==> src/rtl/softusb_txser_pkg.sv <==
// Shared types and constants for the SoftUSB bit-level transmitter.
package softusb_txser_pkg;

    typedef enum logic [1:0] {
        ST_IDLE,
        ST_DATA,
        ST_SE0,
        ST_EOPJ
    } state_t;

    localparam logic [7:0] SYNC_BYTE   = 8'h80;
    localparam logic [2:0] STUFF_LIMIT = 3'd6;
    localparam int         FS_DIV_DEF  = 4;
    localparam int         LS_DIV_DEF  = 32;

    // {txp, txm} for the J state; low speed swaps the polarity.
    function automatic logic [1:0] line_j(input logic ls);
        return ls ? 2'b01 : 2'b10;
    endfunction

endpackage

==> src/rtl/softusb_txser_if.sv <==
// Byte handshake between the SIE register block and the transmitter.
interface softusb_txser_if;
    logic       tx_valid;
    logic [7:0] tx_data;
    logic       tx_ready;

    modport master (output tx_valid, output tx_data, input tx_ready);
    modport slave  (input tx_valid, input tx_data, output tx_ready);
endinterface

==> src/rtl/softusb_txser_txbit.sv <==
// Bit divider plus NRZI level and bit-stuff tracking.
module softusb_txser_txbit
    import softusb_txser_pkg::*;
#(
    parameter int FS_DIV = FS_DIV_DEF,
    parameter int LS_DIV = LS_DIV_DEF
) (
    input  logic clk,
    input  logic rst,
    input  logic start,
    input  logic low_speed,
    input  logic run,
    input  logic bit_valid,
    input  logic bit_in,
    output logic strobe,
    output logic near,
    output logic stuff,
    output logic stuff_due,
    output logic ls,
    output logic ls_n,
    output logic k_n
);

    logic [4:0] cnt;
    logic [4:0] div_m1;
    logic [2:0] ones;
    logic [2:0] ones_b;
    logic [2:0] ones_n;
    logic       k;
    logic       k_b;
    logic       stuff_n;

    assign div_m1    = ls ? 5'(LS_DIV - 1) : 5'(FS_DIV - 1);
    assign strobe    = run && (cnt == div_m1);
    assign near      = (cnt == div_m1 - 5'd1);
    assign stuff_due = !stuff && (ones == STUFF_LIMIT);

    // A stuff bit preempts whatever data bit the caller offers.
    always_comb begin
        ones_b  = start ? 3'd0 : ones;
        k_b     = start ? 1'b0 : k;
        ls_n    = start ? low_speed : ls;
        ones_n  = ones_b;
        k_n     = k_b;
        stuff_n = start ? 1'b0 : stuff;
        if (bit_valid) begin
            if (!start && stuff_due) begin
                stuff_n = 1'b1;
                k_n     = ~k_b;
                ones_n  = 3'd0;
            end else begin
                stuff_n = 1'b0;
                if (bit_in) begin
                    ones_n = ones_b + 3'd1;
                end else begin
                    k_n    = ~k_b;
                    ones_n = 3'd0;
                end
            end
        end
    end

    always_ff @(posedge clk) begin
        if (rst) begin
            cnt   <= '0;
            ones  <= '0;
            k     <= 1'b0;
            stuff <= 1'b0;
            ls    <= 1'b0;
        end else begin
            if (start)
                cnt <= '0;
            else if (run)
                cnt <= strobe ? 5'd0 : cnt + 5'd1;
            ones  <= ones_n;
            k     <= k_n;
            stuff <= stuff_n;
            ls    <= ls_n;
        end
    end

endmodule

==> src/rtl/softusb_txser.sv <==
// USB FS/LS transmitter: SYNC, NRZI with bit stuffing, EOP.
module softusb_txser
    import softusb_txser_pkg::*;
#(
    parameter int FS_DIV = FS_DIV_DEF,
    parameter int LS_DIV = LS_DIV_DEF
) (
    input  logic             usb_clk,
    input  logic             usb_rst,
    input  logic             low_speed,
    softusb_txser_if.slave   bus,
    input  logic             eop_req,
    output logic             busy,
    output logic             txoe,
    output logic             txp,
    output logic             txm
);

    state_t     state, state_n;
    logic [7:0] sr, sr_n;
    logic [2:0] bidx, bidx_n;
    logic       last, last_n;
    logic       start, bit_valid, bit_in, nxt, take;
    logic       strobe, near, stuff, stuff_due;
    logic       ls, ls_n, k_n;
    logic       oe_n, rdy_n;
    logic [1:0] line_n;

    softusb_txser_txbit #(
        .FS_DIV(FS_DIV),
        .LS_DIV(LS_DIV)
    ) u_txbit (
        .clk      (usb_clk),
        .rst      (usb_rst),
        .start    (start),
        .low_speed(low_speed),
        .run      (state != ST_IDLE),
        .bit_valid(bit_valid),
        .bit_in   (bit_in),
        .strobe   (strobe),
        .near     (near),
        .stuff    (stuff),
        .stuff_due(stuff_due),
        .ls       (ls),
        .ls_n     (ls_n),
        .k_n      (k_n)
    );

    assign take = bus.tx_valid && bus.tx_ready;

    always_ff @(posedge usb_clk) begin
        if (usb_rst) begin
            state        <= ST_IDLE;
            sr           <= '0;
            bidx         <= '0;
            last         <= 1'b0;
            txoe         <= 1'b0;
            busy         <= 1'b0;
            bus.tx_ready <= 1'b0;
            txp          <= 1'b1;
            txm          <= 1'b0;
        end else begin
            state        <= state_n;
            sr           <= sr_n;
            bidx         <= bidx_n;
            last         <= last_n;
            txoe         <= oe_n;
            busy         <= oe_n;
            bus.tx_ready <= rdy_n;
            txp          <= line_n[1];
            txm          <= line_n[0];
        end
    end

    // sr[0] is always the next data bit once the current one is on the line.
    always_comb begin
        state_n   = state;
        sr_n      = sr;
        bidx_n    = bidx;
        last_n    = last;
        start     = 1'b0;
        bit_valid = 1'b0;
        bit_in    = 1'b0;
        nxt       = sr[0];
        unique case (state)
            ST_IDLE: begin
                if (bus.tx_valid) begin
                    state_n   = ST_DATA;
                    start     = 1'b1;
                    sr_n      = SYNC_BYTE;
                    bidx_n    = '0;
                    last_n    = 1'b0;
                    bit_valid = 1'b1;
                    bit_in    = SYNC_BYTE[0];
                end else if (eop_req) begin
                    state_n = ST_SE0;
                    start   = 1'b1;
                    bidx_n  = '0;
                end
            end
            ST_DATA: begin
                if (strobe) begin
                    if (!stuff) begin
                        if (bidx == 3'd7) begin
                            if (take) begin
                                sr_n   = bus.tx_data;
                                bidx_n = '0;
                                nxt    = bus.tx_data[0];
                            end else begin
                                last_n = 1'b1;
                            end
                        end else begin
                            sr_n   = sr >> 1;
                            bidx_n = bidx + 3'd1;
                            nxt    = sr[1];
                        end
                    end
                    if (stuff_due) begin
                        bit_valid = 1'b1;
                    end else if (last_n) begin
                        state_n = ST_SE0;
                        bidx_n  = '0;
                    end else begin
                        bit_valid = 1'b1;
                        bit_in    = nxt;
                    end
                end
            end
            ST_SE0: begin
                if (strobe) begin
                    if (bidx == 3'd1) begin
                        state_n = ST_EOPJ;
                        bidx_n  = '0;
                    end else begin
                        bidx_n = 3'd1;
                    end
                end
            end
            ST_EOPJ: begin
                if (strobe)
                    state_n = ST_IDLE;
            end
            default: state_n = ST_IDLE;
        endcase
    end

    always_comb begin
        oe_n  = (state_n != ST_IDLE);
        rdy_n = (state == ST_DATA) && !stuff && (bidx == 3'd7)
                && near && bus.tx_valid;
        unique case (state_n)
            ST_IDLE: line_n = line_j(low_speed);
            ST_DATA: line_n = k_n ? ~line_j(ls_n) : line_j(ls_n);
            ST_SE0:  line_n = 2'b00;
            ST_EOPJ: line_n = line_j(ls);
            default: line_n = line_j(low_speed);
        endcase
    end

endmodule

==> src/flat_wrapper.sv <==
// flat-port wrapper written by rule: the top's interface ports become plain ports
module softusb_txser_flat import softusb_txser_pkg::*;
#(
    parameter int FS_DIV = FS_DIV_DEF,
    parameter int LS_DIV = LS_DIV_DEF
)
  (usb_clk, usb_rst, low_speed, eop_req, busy, txoe, txp, txm, bus_tx_valid, bus_tx_data, bus_tx_ready);
  softusb_txser_if bus_i ();
  input  logic usb_clk;
  input  logic usb_rst;
  input  logic low_speed;
  input  logic eop_req;
  output logic busy;
  output logic txoe;
  output logic txp;
  output logic txm;
  input wire logic [$bits(bus_i.tx_valid)-1:0] bus_tx_valid;
  input wire logic [$bits(bus_i.tx_data)-1:0] bus_tx_data;
  output wire logic [$bits(bus_i.tx_ready)-1:0] bus_tx_ready;
  assign bus_i.tx_valid = bus_tx_valid;
  assign bus_i.tx_data = bus_tx_data;
  assign bus_tx_ready = bus_i.tx_ready;
  softusb_txser #(.FS_DIV(FS_DIV), .LS_DIV(LS_DIV)) u_core (.usb_clk(usb_clk), .usb_rst(usb_rst), .low_speed(low_speed), .bus(bus_i), .eop_req(eop_req), .busy(busy), .txoe(txoe), .txp(txp), .txm(txm));
endmodule
==> config.mk <==
export PLATFORM = sky130hd
export DESIGN_NAME = softusb_txser_flat
export DESIGN_NICKNAME = d
export VERILOG_FILES = /design/src/rtl/softusb_txser_pkg.sv /design/src/rtl/softusb_txser_if.sv /design/src/rtl/softusb_txser_txbit.sv /design/src/rtl/softusb_txser.sv /design/src/flat_wrapper.sv
export SDC_FILE = /design/constraint.sdc
export NUM_CORES = 1
export LEC_CHECK = 0
export ABC_AREA = 1
export ABC_CLOCK_PERIOD_IN_PS = 2500
export BUFFER_PORTS_ARGS = -buffer_cell sky130_fd_sc_hd__buf_2
export CORE_MARGIN = 1.5
export CORE_UTILIZATION = 50
export DETAILED_ROUTE_END_ITERATION = 16
export GPL_TIMING_DRIVEN = 0
export HOLD_SLACK_MARGIN = 0.05
export PLACE_DENSITY = 0.69
export SLEW_MARGIN = 20
export SYNTH_ARGS = -nofsm -noshare
export SYNTH_HDL_FRONTEND = slang
export SYNTH_SLANG_ARGS = --single-unit
==> constraint.sdc <==
create_clock -name usb_clk -period 2.5 [get_ports usb_clk]
set_clock_uncertainty 0.2 [all_clocks]
set_input_delay 0.375 -clock usb_clk [delete_from_list [all_inputs] [get_ports usb_clk]]
set_output_delay 0.375 -clock usb_clk [all_outputs]
set_load 0.1 [all_outputs]
# ---- Yosys cells after proc, flatten, opt, wreduce, memory -nomap -nowiden
# Index checks and enable logic that the tools add are counted.
# W data, S select, Z words.
dict set report word_totals {
  register_bits 29
  in_bits 13
  output_inout_bits 5
  elab_cells 125
}
dict set report classes {
  n_addsub 4
  eq_ne 17
  n_mux 68
  n_bitwise 2
  reduce_logical 21
}
# operator n
set op_table {}
lappend op_table {{$mux W8} 5}
lappend op_table {{$mux W3} 13}
lappend op_table {{$mux W1} 30}
lappend op_table {{$mux W2} 12}
lappend op_table {{$pmux W2 S4} 2}
lappend op_table {{$pmux W8 S2} 1}
lappend op_table {{$eq A5 B5 Y1} 2}
lappend op_table {{$mux W5} 2}
lappend op_table {{$pmux W3 S3} 1}
lappend op_table {{$eq A2 B2 Y1 const B} 4}
lappend op_table {{$logic_and A1 B1 Y1} 8}
lappend op_table {{$ne A2 B2 Y1 const B} 4}
lappend op_table {{$reduce_bool A2 Y1} 4}
lappend op_table {{$add A3 B1 Y3 const B} 2}
lappend op_table {{$eq A3 B3 Y1 const B} 2}
lappend op_table {{$add A5 B1 Y5 const B} 1}
lappend op_table {{$reduce_and A5 Y1} 1}
lappend op_table {{$sub A5 B1 Y5 const B} 1}
lappend op_table {{$eq A2 B1 Y1 const B} 2}
lappend op_table {{$logic_not A2 Y1} 2}
lappend op_table {{$pmux W1 S2} 2}
lappend op_table {{$reduce_and A4 Y1} 1}
lappend op_table {{$eq A3 B1 Y1 const B} 1}
lappend op_table {{$ne A3 B2 Y1 const B} 1}
lappend op_table {{7 further kinds} 8}

# ---- Longest topological paths before layout
# Gate-level depths: netlist of run 1.
dict set report depth {
  depth_word 15
  depth_mapped 17
  mapped_depth_nobuf 17
}

# ---- By module
# Synthesis of run 1 repeated with hierarchy kept, for this count alone.
dict set report unflattened {
  cells_unflattened 254
  area_unflattened_um2 1781.7
}
# mod instances cells_per_inst area_each_um2 seq_area_each_um2
set by_module_without_submodules {}
lappend by_module_without_submodules {softusb_txser 1 170 1191.1 360.3}
lappend by_module_without_submodules {softusb_txser_txbit 1 84 590.6 220.2}

# ---- Least setup slack after synthesis of run 1
# OpenSTA, ideal clock, no wires.
dict set report synth_path {
  path_kind {register -> register}
  from {register u_core.bus.tx_ready}
  to {register u_core.txm}
  setup_time_ns 0.128
  arrival_ns 1.951
  t_required_ns 2.172
  setup_slack_ns 0.221
  stages_incl_launch_ff 16
  n_path_buf 0
  period_less_slack_ns 2.279
  path_cell_list {dfxtp_1 > nand2_2 > nand2_1 > nand2_2 > nand2_2 > nand2_2 > nor2_4 > nand2_2 > nand2_2 > nand2_2 > nand2_1 > nand2_1 > nand2_1 > nor2_1 > nor2_1 > nor2_1}
}
dict set report synth_via {
  elab_chain_len 15
  elab_cells_between_ends 30
  classes_between {3 x eq/ne; 25 x mux; 2 x reduce/logical}
}
# element line_no
set synth_lines {}
lappend synth_lines {{from (decl)} softusb_txser_if.sv:8} ;# modport slave (input tx_valid, input tx_data, output tx_ready);
lappend synth_lines {{from (signal assigned)} softusb_txser.sv:69} ;# bus.tx_ready <= rdy_n;
lappend synth_lines {{$logic_and A1 B1 Y1 (*)} softusb_txser.sv:49} ;# assign take = bus.tx_valid && bus.tx_ready;
lappend synth_lines {{$mux W1} softusb_txser.sv:105} ;# if (take) begin
lappend synth_lines {{$mux W1} softusb_txser.sv:104} ;# if (bidx == 3'd7) begin
lappend synth_lines {{$mux W1} softusb_txser.sv:103} ;# if (!stuff) begin
lappend synth_lines {{$mux W1} softusb_txser.sv:102} ;# if (strobe) begin
lappend synth_lines {{$mux W1} softusb_txser.sv:85} ;# unique case (state)
lappend synth_lines {{$mux W1} softusb_txser.sv:120} ;# end else if (last_n) begin
lappend synth_lines {{$mux W1} softusb_txser.sv:118} ;# if (stuff_due) begin
lappend synth_lines {{$mux W1} softusb_txser.sv:102}
lappend synth_lines {{$mux W1} n/a}
lappend synth_lines {{$mux W1} softusb_txser_txbit.sv:53} ;# if (bit_in) begin
lappend synth_lines {{$mux W1} softusb_txser_txbit.sv:47} ;# if (!start && stuff_due) begin
lappend synth_lines {{$mux W1} softusb_txser_txbit.sv:46} ;# if (bit_valid) begin
lappend synth_lines {{$mux W2} softusb_txser.sv:153} ;# ST_DATA: line_n = k_n ? ~line_j(ls_n) : line_j(ls_n);
lappend synth_lines {{$pmux W2 S4 (*)} softusb_txser.sv:151} ;# unique case (state_n)
lappend synth_lines {{to (signal assigned)} softusb_txser.sv:71} ;# txm <= line_n[0];
lappend synth_lines {{to (decl)} softusb_txser.sv:16} ;# output logic txm
# Every way passes the cells marked *; elsewhere a longest branch is shown, timed or not. The select of a mux whose other input is x is not followed.
# A chain may end at the register's enable or synchronous reset.

# ---- Worst setup path in the final report of run 1
dict set report layout_path {
  from {register u_core.state[0]}
  to {register u_core.txp}
}
dict set report layout_via {
  elab_chain_len 9
  elab_cells_between_ends 36
  classes_between {6 x eq/ne; 22 x mux; 2 x bitwise; 6 x reduce/logical}
}
# element line_no
set layout_lines {}
lappend layout_lines {{from (decl)} softusb_txser.sv:19} ;# state_t state, state_n;
lappend layout_lines {{from (signal assigned)} softusb_txser.sv:63} ;# state <= state_n;
lappend layout_lines {{$reduce_bool A2 Y1 / $logic_not A2 Y1 (equally long branches)} {softusb_txser.sv:37, softusb_txser.sv:85}}
lappend layout_lines {{$logic_and A1 B1 Y1 / $mux W1 (equally long branches)} {softusb_txser_txbit.sv:34, softusb_txser.sv:85}}
lappend layout_lines {{$mux W1, on equally long branches} {softusb_txser.sv:102, softusb_txser_txbit.sv:41}}
lappend layout_lines {{$mux W1 / $not A1 Y1 (equally long branches)} n/a}
lappend layout_lines {{$mux W1} softusb_txser_txbit.sv:53}
lappend layout_lines {{$mux W1} softusb_txser_txbit.sv:47}
lappend layout_lines {{$mux W1} softusb_txser_txbit.sv:46}
lappend layout_lines {{$mux W2} softusb_txser.sv:153}
lappend layout_lines {{$pmux W2 S4 (*)} softusb_txser.sv:151}
lappend layout_lines {{to (signal assigned)} softusb_txser.sv:70} ;# txp <= line_n[1];
lappend layout_lines {{to (decl)} softusb_txser.sv:15} ;# output logic txp,
# Every way passes the cells marked *; elsewhere a longest branch is shown, timed or not.

==> results of run 1 <==
==> cell usage after synthesis, types with 2 or more instances <==
library cell / count / share of area (%)
sky130_fd_sc_hd__nand2_1: 58 / 12
sky130_fd_sc_hd__nor2_1: 38 / 7.7
sky130_fd_sc_hd__dfxtp_1: 29 / 31
sky130_fd_sc_hd__inv_1: 28 / 5.6
sky130_fd_sc_hd__a21oi_1: 20 / 5.4
sky130_fd_sc_hd__nand3_1: 18 / 4.8
sky130_fd_sc_hd__o21ai_0: 14 / 3.8
sky130_fd_sc_hd__ha_1: 10 / 6.7
sky130_fd_sc_hd__nand2_2: 10 / 3.4
sky130_fd_sc_hd__clkbuf_1: 3 / 0.60
sky130_fd_sc_hd__inv_2: 3 / 0.60
sky130_fd_sc_hd__nand4_1: 3 / 1.0
sky130_fd_sc_hd__nor2_4: 3 / 1.8
sky130_fd_sc_hd__buf_4: 2 / 0.81
sky130_fd_sc_hd__clkinv_1: 2 / 0.40
sky130_fd_sc_hd__nand2_4: 2 / 1.2
sky130_fd_sc_hd__nand3_2: 2 / 1.1
sky130_fd_sc_hd__nor3_1: 2 / 0.54
sky130_fd_sc_hd__o21ai_1: 2 / 0.54
sky130_fd_sc_hd__o31ai_1: 2 / 0.81
sky130_fd_sc_hd__xor2_1: 2 / 0.94
==> cell type report <==
class | instances | area share, %
Inverter | 34 | 6.187
Buffer | 7 | 2.142
Sequential cell | 29 | 27.96
Timing Repair Buffer | 17 | 4.045
Clock buffer | 5 | 3.272
Clock inverter | 3 | 0.8328
Multi-Input combinational cell | 200 | 52.83
Tap cell | 46 | 2.736
==> state kept, by name, summed over array words and instances, names as in the netlist <==
| name | flops |
|---|---|
| u_core.sr | 8 |
| u_core.u_txbit.cnt | 5 |
| u_core.bidx | 3 |
| u_core.u_txbit.ones | 3 |
| u_core.state | 2 |
| u_core.bus.tx_ready | 1 |
| u_core.last | 1 |
| u_core.txm | 1 |
| u_core.txoe | 1 |
| u_core.txp | 1 |
| u_core.u_txbit.k | 1 |
| u_core.u_txbit.ls | 1 |
| u_core.u_txbit.stuff | 1 |
==> layout by cell type (no fill, tap or decap), types with 2 or more instances in the layout <==
cell,netlist,layout
sky130_fd_sc_hd__nand2_1,58,57
sky130_fd_sc_hd__nor2_1,38,38
sky130_fd_sc_hd__inv_1,28,27
sky130_fd_sc_hd__dfxtp_1,29,27
sky130_fd_sc_hd__a21oi_1,20,20
sky130_fd_sc_hd__nand3_1,18,18
sky130_fd_sc_hd__buf_2,0,17
sky130_fd_sc_hd__o21ai_0,14,14
sky130_fd_sc_hd__nand2_2,10,11
sky130_fd_sc_hd__ha_1,10,9
sky130_fd_sc_hd__clkbuf_8,1,6
sky130_fd_sc_hd__inv_2,3,4
sky130_fd_sc_hd__clkbuf_1,3,3
sky130_fd_sc_hd__nor2_4,3,3
sky130_fd_sc_hd__nand4_1,3,3
sky130_fd_sc_hd__buf_4,2,2
sky130_fd_sc_hd__clkinv_1,2,2
sky130_fd_sc_hd__nand2_4,2,2
sky130_fd_sc_hd__o21ai_1,2,2
sky130_fd_sc_hd__xor2_1,2,2
sky130_fd_sc_hd__nor3_1,2,2
sky130_fd_sc_hd__nand3_2,2,2
sky130_fd_sc_hd__o31ai_1,2,2
sky130_fd_sc_hd__clkinv_2,0,2
sky130_fd_sc_hd__dfxtp_4,0,2
==> per-layer routing <==
| metal | up-vias | track usage, % | part of all wire (%) |
|---|---|---|---|
| met2 | 29 | 39.84 | 46 |
| met4 | 0 | 9.511 | 2.2 |
| met1 | 806 | 28.40 | 49 |
| met3 | 10 | 4.930 | 3.3 |
| met5 | - | 0 | 0 |
| li1 | 921 | - | - |
==> critical path: stages, from the launching register on <==
cell and delay [ns]:
sky130_fd_sc_hd__dfxtp_4 0.36, sky130_fd_sc_hd__inv_2 0.06, sky130_fd_sc_hd__ha_1 0.19, sky130_fd_sc_hd__buf_4 0.18, sky130_fd_sc_hd__nor2_8 0.15, sky130_fd_sc_hd__inv_1 0.08, sky130_fd_sc_hd__nor2_4 0.11, sky130_fd_sc_hd__nand2_1 0.07
sky130_fd_sc_hd__o21bai_1 0.21, sky130_fd_sc_hd__nand2_1 0.09, sky130_fd_sc_hd__nand2_1 0.07, sky130_fd_sc_hd__nand2_2 0.08, sky130_fd_sc_hd__nand2_1 0.09, sky130_fd_sc_hd__inv_1 0.04, sky130_fd_sc_hd__nand2_1 0.06, sky130_fd_sc_hd__nand4_1 0.08
==> where the power goes <==
| group | internal [µW] | switching, µW |
|---|---|---|
| clock network | 192 | 193 |
| registers | 607 | 80.6 |
| logic | 369 | 924 |
| total | 1170 | 1200 |
==> stage by stage <==
| stage | instance area (µm²) | power [µW] |
|---|---|---|
| 2_1_floorplan | 1862 | 1715 |
| 3_3_place_gp | 2004 | 1947 |
| 3_5_place_dp | 2004 | 1964 |
| 4_1_cts | 2091 | 2351 |
| 5_1_grt | 2103 | 2558 |
| 6_report | 2103 | 2365 |
==> repair_timing <==
action / in CTS / in global routing
setup endpoints to repair: 0 / 6
resized for setup: 0 / 7
hold buffers: 0 / 0
==> kinds of logic after synthesis <==
group | after synthesis
simple gates | 138
buf+inv | 41
xor+xnor | 3
flops | 29
compound gates | 49
fa+ha+maj | 10
==> path summary, 6_finish.rpt <==
check | to | depth (start not counted)
max reg2reg | u_core.txp | 15
max | u_core.txp | 15
min | u_core.last | 2
min reg2reg | u_core.sr[1] | 2
==> reports/qor_table.md, run 1 <==
| Result | Reported |
|---|---|
| Outcome | finished clean |
| Worst Hold Class | in2reg |
| Sequential cell area in the final layout | 588.1 µm² |
| Sinks on the clock net | 29 |
| Hold path start | usb_rst |
| Max FO, Critical Path | 9 |
| Proportion of layout cells with a drive suffix above 1 | 20.68% |
| GRT Total Usage | 23.36% |
| Number of filler cells placed in the layout | 334 |
| Largest net degree at the start of global routing | 11 |
| Number of detailed-routing iterations run before antenna repair | 4 |
| Type of the worst setup path | reg2reg |
| Via-to-Cell Ratio | 5.179 |
| Launching element type of the critical path | flip-flop |
| Post-Synthesis Cell Area | 0.001862 mm² |
| Number of antenna violations at the first check in global routing | 0 |
| Number of max-slew violations in the final report | 0 |
| Leakage Power | 0.0009453 µW |
| Placeable core area | 0.003442 mm² |
| Maximum clock insertion buffer count | 2 |
| WL per Instance | 12.39 µm |
| Hold violation total from the final report | 0 |
| GRT Residual Overflow | 0 |
| Yosys reg bits | 29 |
| Post-Place Worst Slack | 0.1462 ns |
| Mux share of post-synthesis cell area | 0% |
| Setup slack of the critical path after layout | 0.2267 ns |
| H-tree levels | 2 |
| Required arrival time at the worst endpoint | 2.45 ns |
| Antenna cell count | 0 |
| CTS Root Cell | sky130_fd_sc_hd__clkbuf_8 |
| Synth Area in Adders | 6.720% |
| Starting Density | 54.09% |
| Wire length of the first global-routing pass | 7452 µm |
| Syn Nets | 293 |
| Crit share post-route | 90.93% |
| Die area | 0.004099 mm² |
| Final net count | 317 |
| Primary FF master, synth | sky130_fd_sc_hd__dfxtp_1 |
| Number of buffers created by CTS | 5 |
| Beginning of the worst register-to-register path | u_core.state[0] |
| WHS | 0.1502 ns |
| Drt total wl | 4224 µm |
| Origin of the worst setup path | u_core.state[0] |
| Post-layout instance count excluding filler cells | 341 |
| Vias in the first global route | 1725 |
| Port Buf Inserts | 17 |
| Vertical extent of the die | 64.02 µm |
| Estimated wirelength of the detail-placed design | 3179 µm |
| Clock Latency Late Sink | 0.29 ns |
| Footprint of the multi-input gates | 0.001111 mm² |
| Max Fclk | 439.9 MHz |
| Combinational family with the most area after synthesis | simple AND/OR/NAND/NOR gates |
| Peak supply drop | 0.8327 mV |
| Avg Cell Area, Syn | 6.896 µm² |
| Clock edge transition at the registers on the reported setup and hold paths | 0.07 ns |
| Final weighted congestion in routability-driven placement | 0.8708 |
| Unique masters post-synth | 38 |
| Final Setup Violations | 0 |
| Count of pins on the block boundary | 18 |
| TritonCTS clock tree | built |
| Data arrival at the endpoint of the critical path | 2.22 ns |
| Post CTS Setup Buffer Count | 0 |
| Unrepaired setup endpoints after global routing | false |
| Layout-stage area growth over the synthesis result | 12.97% |
| Antenna-violating nets left | 0 |
| Placed insts | 333 |
| Async set or reset register ratio after synthesis | 0% |
| Via count | 1766 |
| Post-detailed-route DRC marker count | 0 |
| Xor/xnor share of the synthesized area | 1.411% |
| Post-Synthesis Cells | 270 |
| Worst Max-Slew Pin Slew | 0.4876 ns |
| Part of the Yosys area used for sequential elements | 31.18% |
| Complex-gate fraction of the synthesized area | 16.06% |
| Utilization after layout | 61.11% |
| Number of DRC markers after the initial detailed-route iteration | 67 |
| Element type at the critical path end | flip-flop |
| Total negative slack | 0 ns |
| Headroom to the max-slew limit | 67.49% |
| Ratio of total power to cell area | 1125 mW/mm² |
| Setup slack of the most critical reg-to-reg path | 0.23 ns |
| Width of the chip | 64.02 µm |
| Final period demand of the worst path | 2.273 ns |
| Number of enable-type register cells in the synthesized netlist | 0 |
| Area fraction in and, or, nand and nor cells after synthesis | 35.22% |
| Number of standard-cell rows in the floorplan | 21 |
| Count of warnings emitted by yosys | 0 |
| Max cap viols | 0 |
(Power assumes the default switching activity.)
==> inputs of run 2 (changes only) <==
--- a/config.mk
+++ b/config.mk
@@ -9,11 +9,10 @@
 export ABC_CLOCK_PERIOD_IN_PS = 2500
 export BUFFER_PORTS_ARGS = -buffer_cell sky130_fd_sc_hd__buf_2
 export CORE_MARGIN = 1.5
-export CORE_UTILIZATION = 50
+export CORE_UTILIZATION = 36
 export DETAILED_ROUTE_END_ITERATION = 16
 export GPL_TIMING_DRIVEN = 0
 export HOLD_SLACK_MARGIN = 0.05
-export PLACE_DENSITY = 0.69
 export SLEW_MARGIN = 20
 export SYNTH_ARGS = -nofsm -noshare
 export SYNTH_HDL_FRONTEND = slang
==> constraint.sdc (replaced) <==
create_clock -name usb_clk -period 2.5 [get_ports usb_clk]
set_clock_uncertainty 0.2 [all_clocks]
set_input_delay 0.25 -clock usb_clk [delete_from_list [all_inputs] [get_ports usb_clk]]
set_output_delay 0.25 -clock usb_clk [all_outputs]
set_load 0.1 [all_outputs]
==> run 2 against run 1 <==
Net effect: sequential power about the same; clock power about the same; critical path type unchanged; largest power group unchanged; first-iteration DRC count up 21%; final cell count up 6.7%; combinational power about the same; register-to-register slack about the same; power down 0.63%; via count down 1.6%; wire length down 3.4%; critical endpoint is now u_core.txm; non-clock buffer count up 2; highest routed layer unchanged.
==> reports/qor_table.md, run 2 (synthesis gave the netlist of run 1 again) <==
| Result | Reported | Delta |
|---|---|---|
| Outcome | finished clean | unchanged |
| Via count | 1737 | was 1766 |
| Final net count | 319 | was 317 |
| Drt total wl | 4079 µm | was 4224 µm |
| Port Buf Inserts | 17 | unchanged |
| Proportion of layout cells with a drive suffix above 1 | 20.88% | was 20.68% |
| Estimated wirelength of the detail-placed design | 3059 µm | was 3179 µm |
| Family with the most delay on the worst path | simple AND/OR/NAND/NOR gates | unchanged |
| Sequential cell area in the final layout | 589.3 µm² | was 588.1 µm² |
| Top library cells by usage in the layout, fill and taps aside | sky130_fd_sc_hd__nand2_1 (57), sky130_fd_sc_hd__nor2_1 (38), sky130_fd_sc_hd__inv_1 (26), sky130_fd_sc_hd__dfxtp_1 (26), sky130_fd_sc_hd__a21oi_1 (20) | was sky130_fd_sc_hd__nand2_1 (57), sky130_fd_sc_hd__nor2_1 (38), sky130_fd_sc_hd__inv_1 (27), sky130_fd_sc_hd__dfxtp_1 (27), sky130_fd_sc_hd__a21oi_1 (20) |
| Post-detailed-route DRC marker count | 0 | unchanged |
| Hold violation total from the final report | 0 | unchanged |
| Number of detailed-routing iterations run before antenna repair | 4 | unchanged |
| Max FO, Critical Path | 9 | unchanged |
| Max cap viols | 0 | unchanged |
| TritonCTS clock tree | built | unchanged |
| Internal cell power | 1169 µW | was 1168 µW |
| GRT Total Usage | 17.74% | was 23.36% |
| Power spent charging and discharging nets | 1181 µW | was 1198 µW |
| Slowest cell delay on critical path | 0.37 ns | was 0.36 ns |
| Design Area, Final | 0.002148 mm² | was 0.002103 mm² |
| Crit-path cells | inv_2, ha_1, buf_4, nor2_8, inv_1, nor2_4, nand3_1, nor2_1, nor2_1, nand3_1, nand2_1, nand3_1, nand2_1, nor2_1, nor2_1 | was inv_2, ha_1, buf_4, nor2_8, inv_1, nor2_4, nand2_1, o21bai_1, nand2_1, nand2_1, nand2_2, nand2_1, inv_1, nand2_1, nand4_1 |
| Antenna-violating nets left | 0 | unchanged |
| Data arrival at the endpoint of the critical path | 2.25 ns | was 2.22 ns |
| Largest reg by FF count | u_core.sr | unchanged |
| Worst Hold Class | in2reg | unchanged |
| Number of filler cells placed in the layout | 508 | was 334 |
| Number of standard-cell rows in the floorplan | 25 | was 21 |
| Leakage Power | 0.0009548 µW | was 0.0009453 µW |
| Net switching share of the total power | 50.24% | was 50.63% |
| Placeable core area | 0.004848 mm² | was 0.003442 mm² |
| Biggest regs | u_core.sr: 8 flops, u_core.u_txbit.cnt: 5 flops | unchanged |
| Layout-stage area growth over the synthesis result | 15.39% | was 12.97% |
| Die area | 0.005612 mm² | was 0.004099 mm² |
| Number of DRC markers after the initial detailed-route iteration | 81 | was 67 |
| Vertical extent of the die | 74.92 µm | was 64.02 µm |
| Type of the worst setup path | reg2reg | unchanged |
| Crit path top cell by count | sky130_fd_sc_hd__nor2_1 | was sky130_fd_sc_hd__nand2_1 |
| Footprint of the multi-input gates | 0.001109 mm² | was 0.001111 mm² |
| CTS Root Cell | sky130_fd_sc_hd__clkbuf_8 | unchanged |
| Max Fclk | 437.6 MHz | was 439.9 MHz |
| Instance count along the most critical hold path | 4 | was 2 |
| Unrepaired setup endpoints after global routing | false | unchanged |
| Total placed instance area | 0.002031 mm² | was 0.002004 mm² |
| Largest net degree at the start of global routing | 11 | unchanged |
| GRT Residual Overflow | 0 | unchanged |
| Final period demand of the worst path | 2.285 ns | was 2.273 ns |
| Final Setup Violations | 0 | unchanged |
| Depth of the worst register-to-register path | 15 | unchanged |
| Antenna cell count | 0 | unchanged |
| Launching element type of the critical path | flip-flop | unchanged |
| Flip-flop count of the largest register, all copies and words added | 8 | unchanged |
| Part of the power in the clock network | 16.4% | was 16.3% |
| Count of buffer and inverter cells on the critical path | 3 | was 4 |
| Stages on worst setup path | 15 | unchanged |
| Number of buffers created by CTS | 5 | unchanged |
| Crit share post-route | 91.41% | was 90.93% |
| WL per Instance | 11.21 µm | was 12.39 µm |
| Width of the chip | 74.92 µm | was 64.02 µm |
| Headroom to the max-slew limit | 66.49% | was 67.49% |
| Maximum clock insertion buffer count | 2 | unchanged |
| Number of antenna violations at the first check in global routing | 0 | unchanged |
| Clock edge transition at the registers on the reported setup and hold paths | 0.07 ns | about the same |
| Element type at the critical path end | flip-flop | unchanged |
| Final weighted congestion in routability-driven placement | 0.8378 | was 0.8708 |
| Peak supply drop | 0.5155 mV | was 0.8327 mV |
| Wire length of the first global-routing pass | 7493 µm | was 7452 µm |
| Fraction of power consumed by combinational cells | 54.3% | was 54.6% |
| Crit path max-delay cell type | sky130_fd_sc_hd__dfxtp_4 | unchanged |
| Share of power burned in registers | 29.2% | was 29.1% |
| Ratio of total power to cell area | 1094 mW/mm² | was 1125 mW/mm² |
| H-tree levels | 2 | unchanged |
| Sinks on the clock net | 29 | unchanged |
| Number of max-slew violations in the final report | 0 | unchanged |
| Worst Max-Slew Pin Slew | 0.5027 ns | was 0.4876 ns |
| Vias in the first global route | 1724 | was 1725 |
| Via-to-Cell Ratio | 4.772 | was 5.179 |
| Most common cell after layout, fill and taps aside | sky130_fd_sc_hd__nand2_1 | unchanged |
| Total negative slack | 0 ns | unchanged |
| Clock Latency Late Sink | 0.29 ns | about the same |
| Starting Density | 38.40% | was 54.09% |
| Count of pins on the block boundary | 18 | unchanged |
| Required arrival time at the worst endpoint | 2.46 ns | was 2.45 ns |
## run 2: worst register-to-register path: cells and delay by family, from the launching register on
kind | cells | cell delay, ns
simple gates | 11 | 1.07
flops | 1 | 0.37
buf+inv | 3 | 0.33
fa+ha+maj | 1 | 0.19
## run 2: final cells by class
class	instances	area share [%]
Clock inverter	3	0.8154
Clock buffer	5	3.203
Inverter	34	6.057
Buffer	7	2.097
Sequential cell	29	27.43
Multi-Input combinational cell	200	51.60
Tap cell	67	3.902
Timing Repair Buffer	19	4.892
## run 2: power by group through the flow
| stage | combinational (µW) | clock (µW) | sequential (µW) |
|---|---|---|---|
| finish | 1280 | 386 | 687 |
| global route | 1440 | 427 | 707 |
| CTS | 1270 | 400 | 676 |
| detailed placement | 1270 | 0 | 685 |
| global placement | 1260 | 0 | 684 |
| floorplan | 891 | 0 | 825 |
## run 2: timing repair
action                     4_1_cts  5_1_grt
gates resized for setup          0        8
setup endpoints to repair        0       12
hold endpoints to repair         3        0
buffers inserted                 0        0
hold buffers                     2        0
## run 2: path summary, 6_finish.rpt
path / start / endpoint / slack [ns]
worst max register to register: u_core.state[0] / u_core.txm / 0.21
worst min register to register: u_core.sr[1] / u_core.sr[1] / 0.26
worst min-delay path: low_speed / u_core.txp / 0.07
worst max-delay path: u_core.state[0] / u_core.txm / 0.21
## run 2: stage by stage
step	worst slack (ns)	total power, µW	hold slack [ns]	util, %	cells
4_1_cts	0.1028	2351	0.06902	44.08	364
3_5_place_dp	0.1193	1954	0.2492	41.88	354
6_report	0.2148	2350	0.07033	44.31	364
2_1_floorplan	0.2215	1715	0.1230	-	270
3_3_place_gp	0.1213	1947	0.2465	41.88	354
5_1_grt	0.01133	2575	0.09857	44.31	364
## run 2: routing by layer
| layer | wire [µm] | GRT usage, % | vias up |
|---|---|---|---|
| met5 | 0 | 0 | - |
| met4 | 102 | 8.687 | 0 |
| met3 | 155 | 4.150 | 10 |
| met2 | 1778 | 28.12 | 25 |
| met1 | 2043 | 22.67 | 773 |
| li1 | - | - | 929 |
